--- config.mk ---
export PLATFORM = sky130hd
export DESIGN_NAME = param_readout_sequencer
export DESIGN_NICKNAME = d
export VERILOG_FILES = /design/src/rtl/param_readout_sequencer.sv
export SDC_FILE = /design/constraint.sdc
export NUM_CORES = 1
export LEC_CHECK = 0
export CORE_MARGIN = 2
export CORE_UTILIZATION = 25
export CTS_CLUSTER_SIZE = 16
export DETAILED_ROUTE_END_ITERATION = 16
export HOLD_SLACK_MARGIN = 0.05
export PLACE_DENSITY = 0.4
export REMOVE_ABC_BUFFERS = 1
export SLEW_MARGIN = 15
export SYNTH_ARGS = -nofsm -noshare
export SYNTH_HDL_FRONTEND = slang
export SYNTH_SLANG_ARGS = --single-unit
--- constraint.sdc ---
create_clock -name clk -period 4.8 [get_ports clk]
set_clock_uncertainty 0.15 [all_clocks]
set_input_delay 0.48 -clock clk [delete_from_list [all_inputs] [get_ports clk]]
set_output_delay 0.48 -clock clk [all_outputs]
set_load 0.02 [all_outputs]
--- src/rtl/param_readout_sequencer.sv ---
// Timing generator for a linear photodiode array: sensor pins plus round-robin ADC triggers.
// Latency: STI/IRST rise the cycle after start is sampled; every output is registered.
// Backpressure: none; start is ignored while busy, stop ends the run after the current frame.
module param_readout_sequencer #(
  parameter int NUM_PIXELS   = 128,
  parameter int EXTRA_CLKS   = 5,
  parameter int NUM_ADCS     = 4,
  parameter int CLK_HALF     = 15,
  parameter int T_PULSE      = 5,
  parameter int T_HOLD       = 2,
  parameter int T_SETUP      = 5,
  parameter int T_SHR_DELAY  = 60,
  parameter int T_INTG_DELAY = 5,
  parameter int T_SHS_DELAY  = 675,
  parameter int T_END        = 5,
  parameter int MIN_INTG     = 2100,
  localparam int PIX_W       = $clog2(NUM_PIXELS)
) (
  input  logic                clk,
  input  logic                reset,
  input  logic                start,
  input  logic                continuous,
  input  logic                stop,
  input  logic [31:0]         intg_cycles,
  output logic                busy,
  output logic                frame_done,
  output logic [15:0]         frame_count,
  output logic                intg_clamped,
  output logic [NUM_ADCS-1:0] start_adc,
  output logic [PIX_W-1:0]    pixel_index,
  output logic                STI,
  output logic                IRST,
  output logic                CLK,
  output logic                SHR,
  output logic                INTG,
  output logic                SHS
);

  localparam int ADC_W = (NUM_ADCS > 1) ? $clog2(NUM_ADCS) : 1;
  localparam logic [NUM_ADCS-1:0] ADC_ONE = NUM_ADCS'(1);

  // Compare values are "last cycle of the condition" so the registered output lands on the
  // exact cycle. SHR_WAIT starts at the fall of the last CLK pulse (CL + CLK_HALF), so the
  // SHR delays are rebased by CLK_HALF; this assumes T_SHR_DELAY > CLK_HALF and
  // T_INTG_DELAY >= T_PULSE (SHR has fallen by the time INTG rises).
  localparam logic [31:0] STI_END    = 32'(T_PULSE - 1);
  localparam logic [31:0] IRST_END   = 32'(T_PULSE + T_HOLD - 1);
  localparam logic [31:0] RST_END    = 32'(T_PULSE + T_HOLD + T_SETUP - 1);
  localparam logic [31:0] HALF_END   = 32'(CLK_HALF - 1);
  localparam logic [31:0] PERIOD_END = 32'(2 * CLK_HALF - 1);
  localparam logic [31:0] LAST_PULSE = 32'(NUM_PIXELS + EXTRA_CLKS - 1);
  localparam logic [31:0] NPIX       = 32'(NUM_PIXELS);
  localparam logic [31:0] SHR_ON     = 32'(T_SHR_DELAY - CLK_HALF - 1);
  localparam logic [31:0] SHR_OFF    = 32'(T_SHR_DELAY - CLK_HALF + T_PULSE - 1);
  localparam logic [31:0] INTG_ON    = 32'(T_SHR_DELAY - CLK_HALF + T_INTG_DELAY - 1);
  localparam logic [31:0] SHS_ON     = 32'(T_SHS_DELAY - 1);
  localparam logic [31:0] SHS_OFF    = 32'(T_SHS_DELAY + T_PULSE - 1);
  localparam logic [31:0] DONE_ON    = 32'(T_END - 1);
  localparam logic [31:0] DONE_CYC   = 32'(T_END);
  localparam logic [31:0] MIN_L      = 32'(MIN_INTG);

  typedef enum logic [2:0] {
    S_IDLE, S_RST, S_READ, S_SHR_WAIT, S_INTEG, S_SHS_WAIT, S_TAIL
  } state_t;

  state_t             state;
  logic [31:0]        cnt;
  logic [31:0]        phase;
  logic [31:0]        pulse;
  logic [ADC_W-1:0]   adc_sel;
  logic [31:0]        intg_len;
  logic               stop_latch;
  logic               launch;

  // A frame begins from idle on start, or back-to-back from the frame_done cycle when running continuously
  always_comb begin
    launch = 1'b0;
    if (state == S_IDLE && start)
      launch = 1'b1;
    else if (state == S_TAIL && cnt == DONE_CYC && continuous && !stop_latch && !stop)
      launch = 1'b1;
  end

  // Frame sequencer: each branch decides what the pins look like on the following cycle
  always_ff @(posedge clk) begin
    if (reset) begin
      state        <= S_IDLE;
      cnt          <= '0;
      phase        <= '0;
      pulse        <= '0;
      adc_sel      <= '0;
      intg_len     <= '0;
      stop_latch   <= 1'b0;
      busy         <= 1'b0;
      frame_done   <= 1'b0;
      frame_count  <= '0;
      intg_clamped <= 1'b0;
      start_adc    <= '0;
      pixel_index  <= '0;
      STI          <= 1'b0;
      IRST         <= 1'b0;
      CLK          <= 1'b0;
      SHR          <= 1'b0;
      INTG         <= 1'b0;
      SHS          <= 1'b0;
    end else begin
      start_adc  <= '0;
      frame_done <= 1'b0;
      cnt        <= cnt + 32'd1;
      if (busy && stop) stop_latch <= 1'b1;

      case (state)
        S_IDLE: cnt <= '0;

        S_RST: begin
          if (cnt == STI_END)  STI  <= 1'b0;
          if (cnt == IRST_END) IRST <= 1'b0;
          if (cnt == RST_END) begin
            state <= S_READ;
            cnt   <= '0;
            phase <= '0;
            pulse <= '0;
            CLK   <= 1'b1;
          end
        end

        S_READ: begin
          if (phase == HALF_END) begin
            CLK <= 1'b0;
            // Only real pixels convert; the trailing EXTRA_CLKS pulses just flush the shift register
            if (pulse < NPIX) begin
              start_adc   <= ADC_ONE << adc_sel;
              pixel_index <= pulse[PIX_W-1:0];
              adc_sel     <= (adc_sel == ADC_W'(NUM_ADCS - 1)) ? '0 : adc_sel + 1'b1;
            end
            if (pulse == LAST_PULSE) begin
              state <= S_SHR_WAIT;
              cnt   <= '0;
            end
          end
          if (phase == PERIOD_END) begin
            phase <= '0;
            pulse <= pulse + 32'd1;
            CLK   <= 1'b1;
          end else begin
            phase <= phase + 32'd1;
          end
        end

        S_SHR_WAIT: begin
          if (cnt == SHR_ON)  SHR <= 1'b1;
          if (cnt == SHR_OFF) SHR <= 1'b0;
          if (cnt == INTG_ON) begin
            INTG  <= 1'b1;
            state <= S_INTEG;
            cnt   <= '0;
          end
        end

        S_INTEG: begin
          if (cnt == intg_len - 32'd1) begin
            INTG  <= 1'b0;
            state <= S_SHS_WAIT;
            cnt   <= '0;
          end
        end

        S_SHS_WAIT: begin
          if (cnt == SHS_ON) SHS <= 1'b1;
          if (cnt == SHS_OFF) begin
            SHS   <= 1'b0;
            state <= S_TAIL;
            cnt   <= '0;
          end
        end

        S_TAIL: begin
          if (cnt == DONE_ON) begin
            frame_done  <= 1'b1;
            frame_count <= frame_count + 16'd1;
          end
          if (cnt == DONE_CYC && !launch) begin
            state      <= S_IDLE;
            busy       <= 1'b0;
            stop_latch <= 1'b0;
          end
        end

        default: state <= S_IDLE;
      endcase

      // Integration length is captured once per frame so host writes never disturb a frame in flight
      if (launch) begin
        state        <= S_RST;
        cnt          <= '0;
        adc_sel      <= '0;
        busy         <= 1'b1;
        stop_latch   <= 1'b0;
        STI          <= 1'b1;
        IRST         <= 1'b1;
        intg_len     <= (intg_cycles < MIN_L) ? MIN_L : intg_cycles;
        intg_clamped <= (intg_cycles < MIN_L);
      end
    end
  end

endmodule

==> results of run 1 <==
## power breakdown
part | internal [mW] | switching (mW) | total [mW]
Clock | 0.864 | 0.630 | 1.49
Sequential | 1.50 | 0.154 | 1.65
Combinational | 0.463 | 0.654 | 1.12
## metrics by stage
stage	cell area (um2)	hold WS [ns]	utilization [%]	total power, mW	std cells
floorplan	8710	0.288	-	2.40	1009
global placement	10100	0.319	28.5	2.82	1555
detailed placement	10100	0.328	28.5	2.79	1555
CTS	10800	0.340	30.3	4.32	1587
global route	10800	0.367	30.3	4.50	1587
finish	10800	0.340	30.3	4.26	1587
## worst max-delay path: cells and delay by family, from the launching register on
| family | cells | cell delay, ns |
|---|---|---|
| simple gates | 5 | 1.56 |
| flops | 1 | 0.38 |
| buf+inv | 3 | 0.97 |
| compound gates | 3 | 0.43 |
## routing by layer
metal,track usage (%),vias to the layer above
li1,-,3994
met1,20.6,3716
met2,19.9,124
met3,2.17,14
met4,3.96,0
met5,0,-
## worst max path at each step
| stage | cells past startpoint | slack [ns] | to | start |
|---|---|---|---|---|
| 3_5_place_dp | 11 | 1.13 | cnt[1]$_SDFF_PP0_ | cnt[27]$_SDFF_PP0_ |
| 6_report | 11 | 1.13 | cnt[1]$_SDFF_PP0_ | cnt[27]$_SDFF_PP0_ |
| 3_3_place_gp | 11 | 1.17 | cnt[1]$_SDFF_PP0_ | cnt[27]$_SDFF_PP0_ |
| 5_1_grt | 11 | 0.87 | cnt[9]$_SDFF_PP0_ | cnt[27]$_SDFF_PP0_ |
| 4_1_cts | 11 | 1.12 | cnt[1]$_SDFF_PP0_ | cnt[27]$_SDFF_PP0_ |
| 2_1_floorplan | 8 | 0.26 | cnt[1]$_SDFF_PP0_ | cnt[27]$_SDFF_PP0_ |
## layout make-up
cell class	count	area [um2]
fillers	3792	24800
repair buffers	85	826
well taps	461	577
multi-input cells	818	5260
inverters	21	78.8
clock buffers	19	453
clock inverters	13	179
flip-flops and latches	170	3400
## cells in the final DEF, fill, tap and decap left out, types with 40 or more instances in the layout
cell / n
a21oi_1: 58
clkdlybuf4s50_1: 71
dfxtp_1: 170
nand2_1: 62
nand3_1: 40
nor2_1: 124
nor3_1: 40
o21ai_0: 44
xnor2_1: 40
xor2_1: 51
## state kept, by name, indices dropped and copies added, names as in the netlist
signal	cells
frame_done	1
pixel_index	7
state	3
STI	1
stop_latch	1
intg_clamped	1
busy	1
cnt	32
SHS	1
start_adc	4
pulse	32
intg_len	32
IRST	1
CLK	1
frame_count	16
phase	32
adc_sel	2
SHR	1
INTG	1
## cells by family after synthesis
| group | count (synthesis) | synth area share, % |
|---|---|---|
| buf+inv | 82 | 4.59 |
| flops | 170 | 37.6 |
| mux | 11 | 1.25 |
| fa+ha+maj | 12 | 1.66 |
| simple gates | 471 | 28.2 |
| xor+xnor | 92 | 8.99 |
| compound gates | 232 | 17.6 |
==> results.json, run 1 <==
{
  "m1WireLength_um": 14000,
  "cts-resized-gates": 0,
  "cts_tree": "yes",
  "synth-main-ff-cell": "dfxtp_1",
  "drv_cap": 0,
  "cts_max_path_buffers": 2,
  "clkTransAtPathRegs_ns": 0.07,
  "setup_viol": 0,
  "wl_um": 25900,
  "status": "completed",
  "syn_area_per_cell_um2": 8.45,
  "cts_sinks": 170,
  "fin_nets": 1162,
  "synth_area_mm2": 0.00904,
  "grt_max_degree": 41,
  "yosysMostFrequentCell": "dfxtp_1",
  "hp-class": "register to register",
  "die_height_um": 194,
  "viasPerCell": 4.95,
  "cts_root_buf": "clkbuf_16",
  "grt_util_all_layers_pct": 13.7,
  "slew_violations": 0,
  "reg2reg_to": "cnt[1]$_SDFF_PP0_",
  "design.core.area_mm2": 0.0356,
  "die_x_um": 194,
  "dieArea_mm2": 0.0377,
  "dr.pass1.iters": 5,
  "ys_types": 72,
  "synth-edff-count": 0,
  "syn_inst": 1070,
  "drc": 0,
  "preCtsSetupSlack_ns": 1.13,
  "met2_length_um": 10700,
  "cts_buffers": 17,
  "max_stage_delay_ns": 0.52,
  "start_util_pct": 25.4,
  "vias": 7848,
  "grt_pass1_vias": 7405,
  "ys_ff_latch": 170,
  "cp_cell_sequence": "nor4_1, nand4_1, nor3_1, and4_1, a32o_1, buf_4, nor2_2, buf_4, o311ai_4, buf_4, a21boi_0",
  "post-cts-setup-buffers": 0,
  "worst_path_most_repeated_cell": "buf_4",
  "endpoint_kind": "register",
  "clk_latency_ns": 0.43,
  "r2r_start": "cnt[27]$_SDFF_PP0_",
  "fmaxAchievable_mhz": 272,
  "rsz0062_at_grt": "false",
  "hold_end": "pulse[31]$_SDFFE_PP0P_",
  "maxSlewHeadroom_pct": 27.4,
  "worst_pin_slew_ns": 1.09,
  "grt_pass1_wl_um": 41700,
  "place_congestion": 0.783,
  "ys_warn_count": 0,
  "ir_drop_mv": 0.201,
  "final_hold_viol_count": 0,
  "netlist_top_cells_count": "170 x dfxtp_1, 125 x nor2_1, 62 x nand2_1",
  "cp.arrival_ns": 3.80,
  "synth_area_leader_cell": "dfxtp_1",
  "diodes": 0,
  "row_count": 69,
  "drt-wirelength-per-cell_um": 16.3,
  "met3_length_um": 899,
  "cp-start-kind": "register",
  "period_share_pct": 76.5,
  "async_reset_ff_share_pct": 0,
  "io_pins": 73,
  "antenna_left": 0,
  "htreeDepth": 4,
  "highest_layer": "met4",
  "r2r_cells": 11,
  "p_leak_nw": 3.65,
  "crit_path_top_delay_cell": "nor3_1",
  "holdPathStages": 2,
  "criticalPathCategory": "register to register",
  "rrSetupSlack_ns": 1.13,
  "antenna_found_initial": 0,
  "setup_ws_ns": 1.13,
  "area_growth_pct": 19.1,
  "synth_top_area_share_pct": 37.6,
  "worstPathRequired_ns": 4.93,
  "hold_start": "pulse[31]$_SDFFE_PP0P_",
  "drt_iter0_drc": 460,
  "cts_hold_buffers": 0,
  "synth_area_leaders": "dfxtp_1 38%, nor2_1 5.2%, xor2_1 4.9%, xnor2_1 3.9%, a21oi_1 3.2%",
  "synth-seq-area-share_pct": 37.6,
  "power_density_mw_per_mm2": 396,
  "fin_crit_ns": 3.67,
  "drive_gt1_share_pct": 10.0,
  "dpl.hpwl_um": 18900,
  "io_buffers": 72,
  "overflow": 0,
  "cp_max_fo": 32,
  "setup_tns_ns": 0
}
No activity file was read; power rests on OpenSTA's default activity.
==> run 2: changes to the inputs <==
--- a/config.mk
+++ b/config.mk
@@ -10,7 +10,7 @@
 export CTS_CLUSTER_SIZE = 16
 export DETAILED_ROUTE_END_ITERATION = 16
 export HOLD_SLACK_MARGIN = 0.05
-export PLACE_DENSITY = 0.4
+export PLACE_DENSITY = 0.41
 export REMOVE_ABC_BUFFERS = 1
 export SLEW_MARGIN = 15
 export SYNTH_ARGS = -nofsm -noshare
==> constraint.sdc (replaced) <==
create_clock -name clk -period 2.96 [get_ports clk]
set_clock_uncertainty 0.15 [all_clocks]
set_input_delay 0.296 -clock clk [delete_from_list [all_inputs] [get_ports clk]]
set_output_delay 0.296 -clock clk [all_outputs]
set_load 0.02 [all_outputs]
==> run 2 against run 1 <==
- the run now ends with setup timing left
- design area grew 12%
- core utilization rose by 3.7 points
- worst hold slack got worse by 0.077 ns
==> results.json, run 2 (same netlist as run 1, synthesis figures left out) <==
{
  "row_count": 69,
  "drive_gt1_share_pct": 22.2,
  "cts_root_buf": "clkbuf_16",
  "use_met3_pct": 2.84,
  "crit_start": "intg_len[12]$_SDFFE_PP0P_",
  "viasPerCell": 4.89,
  "holdWs_ns": 0.263,
  "grtUsageMet1_pct": 22.1,
  "cts_buffers": 17,
  "status": "complete, but fails checks",
  "endpoint_kind": "register",
  "clk_latency_ns": 0.44,
  "p_leak_nw": 4.46,
  "crit_end": "cnt[17]$_SDFF_PP0_",
  "final_cell_area_mm2": 0.0121,
  "worstPathRequired_ns": 3.13,
  "rrSetupSlack_ns": -0.15,
  "maxSlewHeadroom_pct": 56.9,
  "cts_hold_buffers": 0,
  "postPlaceCellArea_mm2": 0.0111,
  "rsz0062_at_grt": "true",
  "crit_path_top_delay_cell": "or4_4",
  "reg2reg_to": "cnt[17]$_SDFF_PP0_",
  "grt_max_degree": 50,
  "diodes": 0,
  "cp.arrival_ns": 3.29,
  "grt_pass1_wl_um": 45200,
  "final_common_cell": "dfxtp_1",
  "worst_pin_slew_ns": 0.641,
  "design.core.area_mm2": 0.0356,
  "preCtsSetupSlack_ns": -0.193,
  "clkTransAtPathRegs_ns": 0.07,
  "wl_um": 28000,
  "area_growth_pct": 33.5,
  "utilization_pct": 34.0,
  "drc": 0,
  "io_buffers": 72,
  "r2r_start": "intg_len[12]$_SDFFE_PP0P_",
  "placedCellCount": 1681,
  "period_share_pct": 105,
  "cts_max_path_buffers": 2,
  "regArea_mm2": 0.00341,
  "die_x_um": 194,
  "drv_cap": 0,
  "overflow": 0,
  "hp-class": "primary input to register",
  "r2r_cells": 9,
  "dr.pass1.iters": 4,
  "antenna_found_initial": 1,
  "place_congestion": 0.824,
  "start_util_pct": 25.4,
  "dieArea_mm2": 0.0377,
  "vias": 8455,
  "fin_crit_ns": 3.11,
  "final_cell_mix": "168 x dfxtp_1, 145 x buf_4, 123 x nor2_1, 71 x clkdlybuf4s50_1, 62 x nand2_1",
  "cts_tree": "yes",
  "setup_viol": 32,
  "cp_cell_sequence": "or4_4, or3_4, xnor2_2, or3b_4, nand4bb_4, o311ai_4, buf_6, clkbuf_16, a21oi_2",
  "multiInputGateArea_mm2": 0.00542,
  "htreeDepth": 4,
  "die_height_um": 194,
  "grt_most_used_layer": "met1",
  "final_hold_viol_count": 0,
  "grt_pass1_vias": 8223,
  "cts_sinks": 170,
  "antenna_left": 0,
  "slew_violations": 0,
  "drt-wirelength-per-cell_um": 16.2,
  "io_pins": 73,
  "criticalPathCategory": "register to register",
  "violations": "setup timing",
  "cp-start-kind": "register",
  "setup_ws_ns": -0.155,
  "final_cells": 1730,
  "drt_iter0_drc": 549,
  "dpl.hpwl_um": 20600,
  "fillerInstances": 3742,
  "max_stage_delay_ns": 0.60,
  "cp_max_fo": 8,
  "fmaxAchievable_mhz": 321,
  "globalRouteMet2Util_pct": 22.1,
  "fin_nets": 1305,
  "grt_util_all_layers_pct": 14.9,
  "power_density_mw_per_mm2": 609,
  "ir_drop_mv": 0.326
}
run 2: cell count changes in the layout (fill, tap and decap cells not counted), sizes merged:
cell,before,now
buf,14,156
bufinv,3,2
clkbuf,19,20
clkinv,0,6
clkinvlp,3,2
inv,28,24
run 2: how the worst min path moves through the flow:
stage | start | slack, ns | end | cells past startpoint
2_1_floorplan | reset | 0.22 | frame_count[13]$_SDFFE_PP0P_ | 1
4_1_cts | reset | 0.23 | frame_count[2]$_SDFFE_PP0P_ | 3
6_report | reset | 0.26 | frame_count[4]$_SDFFE_PP0P_ | 3
3_5_place_dp | phase[3]$_SDFFE_PP0P_ | 0.32 | phase[3]$_SDFFE_PP0P_ | 1
5_1_grt | reset | 0.25 | frame_count[1]$_SDFFE_PP0P_ | 3
3_3_place_gp | pulse[31]$_SDFFE_PP0P_ | 0.32 | pulse[31]$_SDFFE_PP0P_ | 2
run 2: what timing repair did:
item,CTS,global route
cloned,2,1
gates resized for setup,16,26
setup buffers,12,3
hold endpoints to repair,0,0
pin swaps,8,13
setup endpoints to repair,33,103
run 2: layout make-up:
type | count | share of cell area (%)
repair buffers | 228 | 16.6
clock inverters | 13 | 1.18
inverters | 21 | 0.653
well taps | 461 | 4.78
clock buffers | 19 | 3.67
flip-flops and latches | 170 | 28.2
multi-input cells | 818 | 44.9
run 2: stage by stage:
stage          TNS, ns  total power [mW]
6_report         -4.29              7.36
5_1_grt          -6.89              7.78
3_5_place_dp     -4.36              4.89
2_1_floorplan   -54.01              3.90
3_3_place_gp     -3.42              4.89
4_1_cts          -4.65              7.34
run 2: power by group:
group / switching (mW) / internal [mW]
Sequential: 0.133 / 2.43
Combinational: 1.35 / 1.17
Clock: 0.997 / 1.27
Total: 2.48 / 4.87
run 2: critical path: cells and delay by family, from the launching register on:
family	cells	cell delay [ns]
AND/OR/NAND/NOR	4	1.64
XOR/XNOR	1	0.15
buffers and inverters	2	0.34
flip-flops	1	0.31
AO/OA/AOI/OAI	2	0.40
run 2: routing by layer:
metal,up-vias,part of all wire (%)
li1,4272,-
met1,4048,53
met2,114,42
met3,21,3.0
met4,0,1.2
met5,-,0
==> run 3: changes to the inputs <==
--- a/config.mk
+++ b/config.mk
@@ -7,6 +7,7 @@
 export LEC_CHECK = 0
 export CORE_MARGIN = 2
 export CORE_UTILIZATION = 25
+export CTS_BUF_LIST = sky130_fd_sc_hd__clkbuf_8
 export CTS_CLUSTER_SIZE = 16
 export DETAILED_ROUTE_END_ITERATION = 16
 export HOLD_SLACK_MARGIN = 0.05
==> run 3 against run 2 <==
- the run still ends with setup timing left
- design area fell by 1.1%
- core utilization fell by 0.37 points
- combinational power barely moved
- power fell by 7.2%
- worst setup slack improved by 0.015 ns
- register-to-register slack improved by 0.02 ns
- critical endpoint is now cnt[27]$_SDFF_PP0_
==> results.json, run 3 (same netlist as run 1, synthesis figures left out) <==
{
  "place_congestion": 0.824,
  "grt_util_all_layers_pct": 14.8,
  "finalPower_mw": 6.83,
  "clkTransAtPathRegs_ns": 0.10,
  "final_common_cell": "dfxtp_1",
  "drt_iter0_drc": 486,
  "die_x_um": 194,
  "final_hold_viol_count": 0,
  "wl_um": 28200,
  "htreeDepth": 4,
  "grt_pass1_vias": 8228,
  "crit_path_top_delay_cell": "or4_4",
  "cp_cell_sequence": "or4_4, or3_4, xnor2_2, or3b_4, nand4bb_4, o311ai_4, buf_6, buf_12, a21oi_2",
  "postPlaceCellArea_mm2": 0.0111,
  "placedCellCount": 1681,
  "rrSetupSlack_ns": -0.14,
  "setup_viol": 32,
  "grt_max_degree": 50,
  "final_cell_mix": "166 x dfxtp_1, 147 x buf_4, 123 x nor2_1, 71 x clkdlybuf4s50_1, 62 x nand2_1",
  "rsz0062_at_grt": "true",
  "worstPathRequired_ns": 3.17,
  "worst_pin_slew_ns": 0.647,
  "period_share_pct": 105,
  "cts_hold_buffers": 0,
  "final_cell_area_mm2": 0.0119,
  "antenna_left": 0,
  "slew_violations": 0,
  "cts_max_path_buffers": 2,
  "io_buffers": 72,
  "cts_root_buf": "clkbuf_8",
  "crit_family": "simple AND/OR/NAND/NOR gates",
  "criticalPathCategory": "register to register",
  "fin_nets": 1308,
  "setup_tns_ns": -4.16,
  "setup_ws_ns": -0.140,
  "violations": "setup timing",
  "status": "complete, but fails checks",
  "dr.pass1.iters": 4,
  "drive_gt1_share_pct": 22.9,
  "drt-wirelength-per-cell_um": 16.3,
  "cts_sinks": 170,
  "io_pins": 73,
  "p_leak_nw": 4.38,
  "ir_drop_mv": 0.228,
  "cp-start-kind": "register",
  "fin_crit_ns": 3.10,
  "drv_cap": 0,
  "area_growth_pct": 32.1,
  "diodes": 0,
  "cts_buffers": 17,
  "maxSlewHeadroom_pct": 56.5,
  "fmaxAchievable_mhz": 323,
  "start_util_pct": 25.4,
  "antenna_found_initial": 1,
  "vias": 8450,
  "final_cells": 1733,
  "hp-class": "primary input to register",
  "path_buf_inv": 2,
  "cts_tree": "yes",
  "design.core.area_mm2": 0.0356,
  "die_height_um": 194,
  "grt_pass1_wl_um": 45100,
  "cp.arrival_ns": 3.31,
  "row_count": 69,
  "preCtsSetupSlack_ns": -0.193,
  "drc": 0,
  "max_stage_delay_ns": 0.57,
  "endpoint_kind": "register",
  "cp_max_fo": 8,
  "viasPerCell": 4.88,
  "power_density_mw_per_mm2": 572,
  "overflow": 0,
  "clk_latency_ns": 0.48,
  "dpl.hpwl_um": 20600,
  "dieArea_mm2": 0.0377,
  "utilization_pct": 33.6,
  "holdWs_ns": 0.223
}
-- run 3: changes by cell type in the layout (fill, tap and decap cells not counted), moves of 2 or more --
cell	before	now
nor3_1	34	32
buf_4	145	147
nor3_2	4	6
clkbuf_16	18	1
dfxtp_2	2	4
a21oi_2	29	31
a21oi_1	58	56
nor4_1	25	27
clkbuf_8	1	18
dfxtp_1	168	166
nor4_2	7	5
-- run 3: report_power, final --
| part | internal (mW) | switching (mW) | leakage, nW |
|---|---|---|---|
| Combinational | 1.19 | 1.37 | 2.81 |
| Sequential | 2.43 | 0.134 | 1.38 |
| Clock | 0.776 | 0.932 | 0.201 |
-- run 3: final timing paths --
check / from / endpoint / cells past startpoint
max: intg_len[11]$_SDFFE_PP0P_ / cnt[27]$_SDFF_PP0_ / 9
min: reset / frame_count[4]$_SDFFE_PP0P_ / 3
max reg2reg: intg_len[11]$_SDFFE_PP0P_ / cnt[27]$_SDFF_PP0_ / 9
min reg2reg: phase[3]$_SDFFE_PP0P_ / phase[3]$_SDFFE_PP0P_ / 1
-- run 3: final cells by class --
type                            instances  area [um2]
Fill cell                            3758       23600
Multi-Input combinational cell        819        5460
Sequential cell                       170        3410
Timing Repair Buffer                  230        2020
Tap cell                              461         577
Clock buffer                           18         248
Clock inverter                         14         146
Inverter                               21        78.8
-- run 3: what timing repair did --
action,4_1_cts,5_1_grt
pin swaps,8,21
buffers inserted,12,6
cloned,2,2
setup endpoints to repair,33,101
hold endpoints to repair,0,0
gates resized for setup,12,39
-- run 3: metal layers --
layer,global-route usage [%],part of all wire (%),up-vias
li1,-,-,4276
met1,22.1,54,4047
met5,0,0,-
met2,22.0,42,115
met3,2.63,3.1,12
met4,3.48,0.96,0
-- run 3: worst register-to-register path: cells and delay by family (launching register included) --
family | cells | cell delay, ns
flip-flops | 1 | 0.33
XOR/XNOR | 1 | 0.16
AO/OA/AOI/OAI | 2 | 0.41
buffers and inverters | 2 | 0.32
AND/OR/NAND/NOR | 4 | 1.61
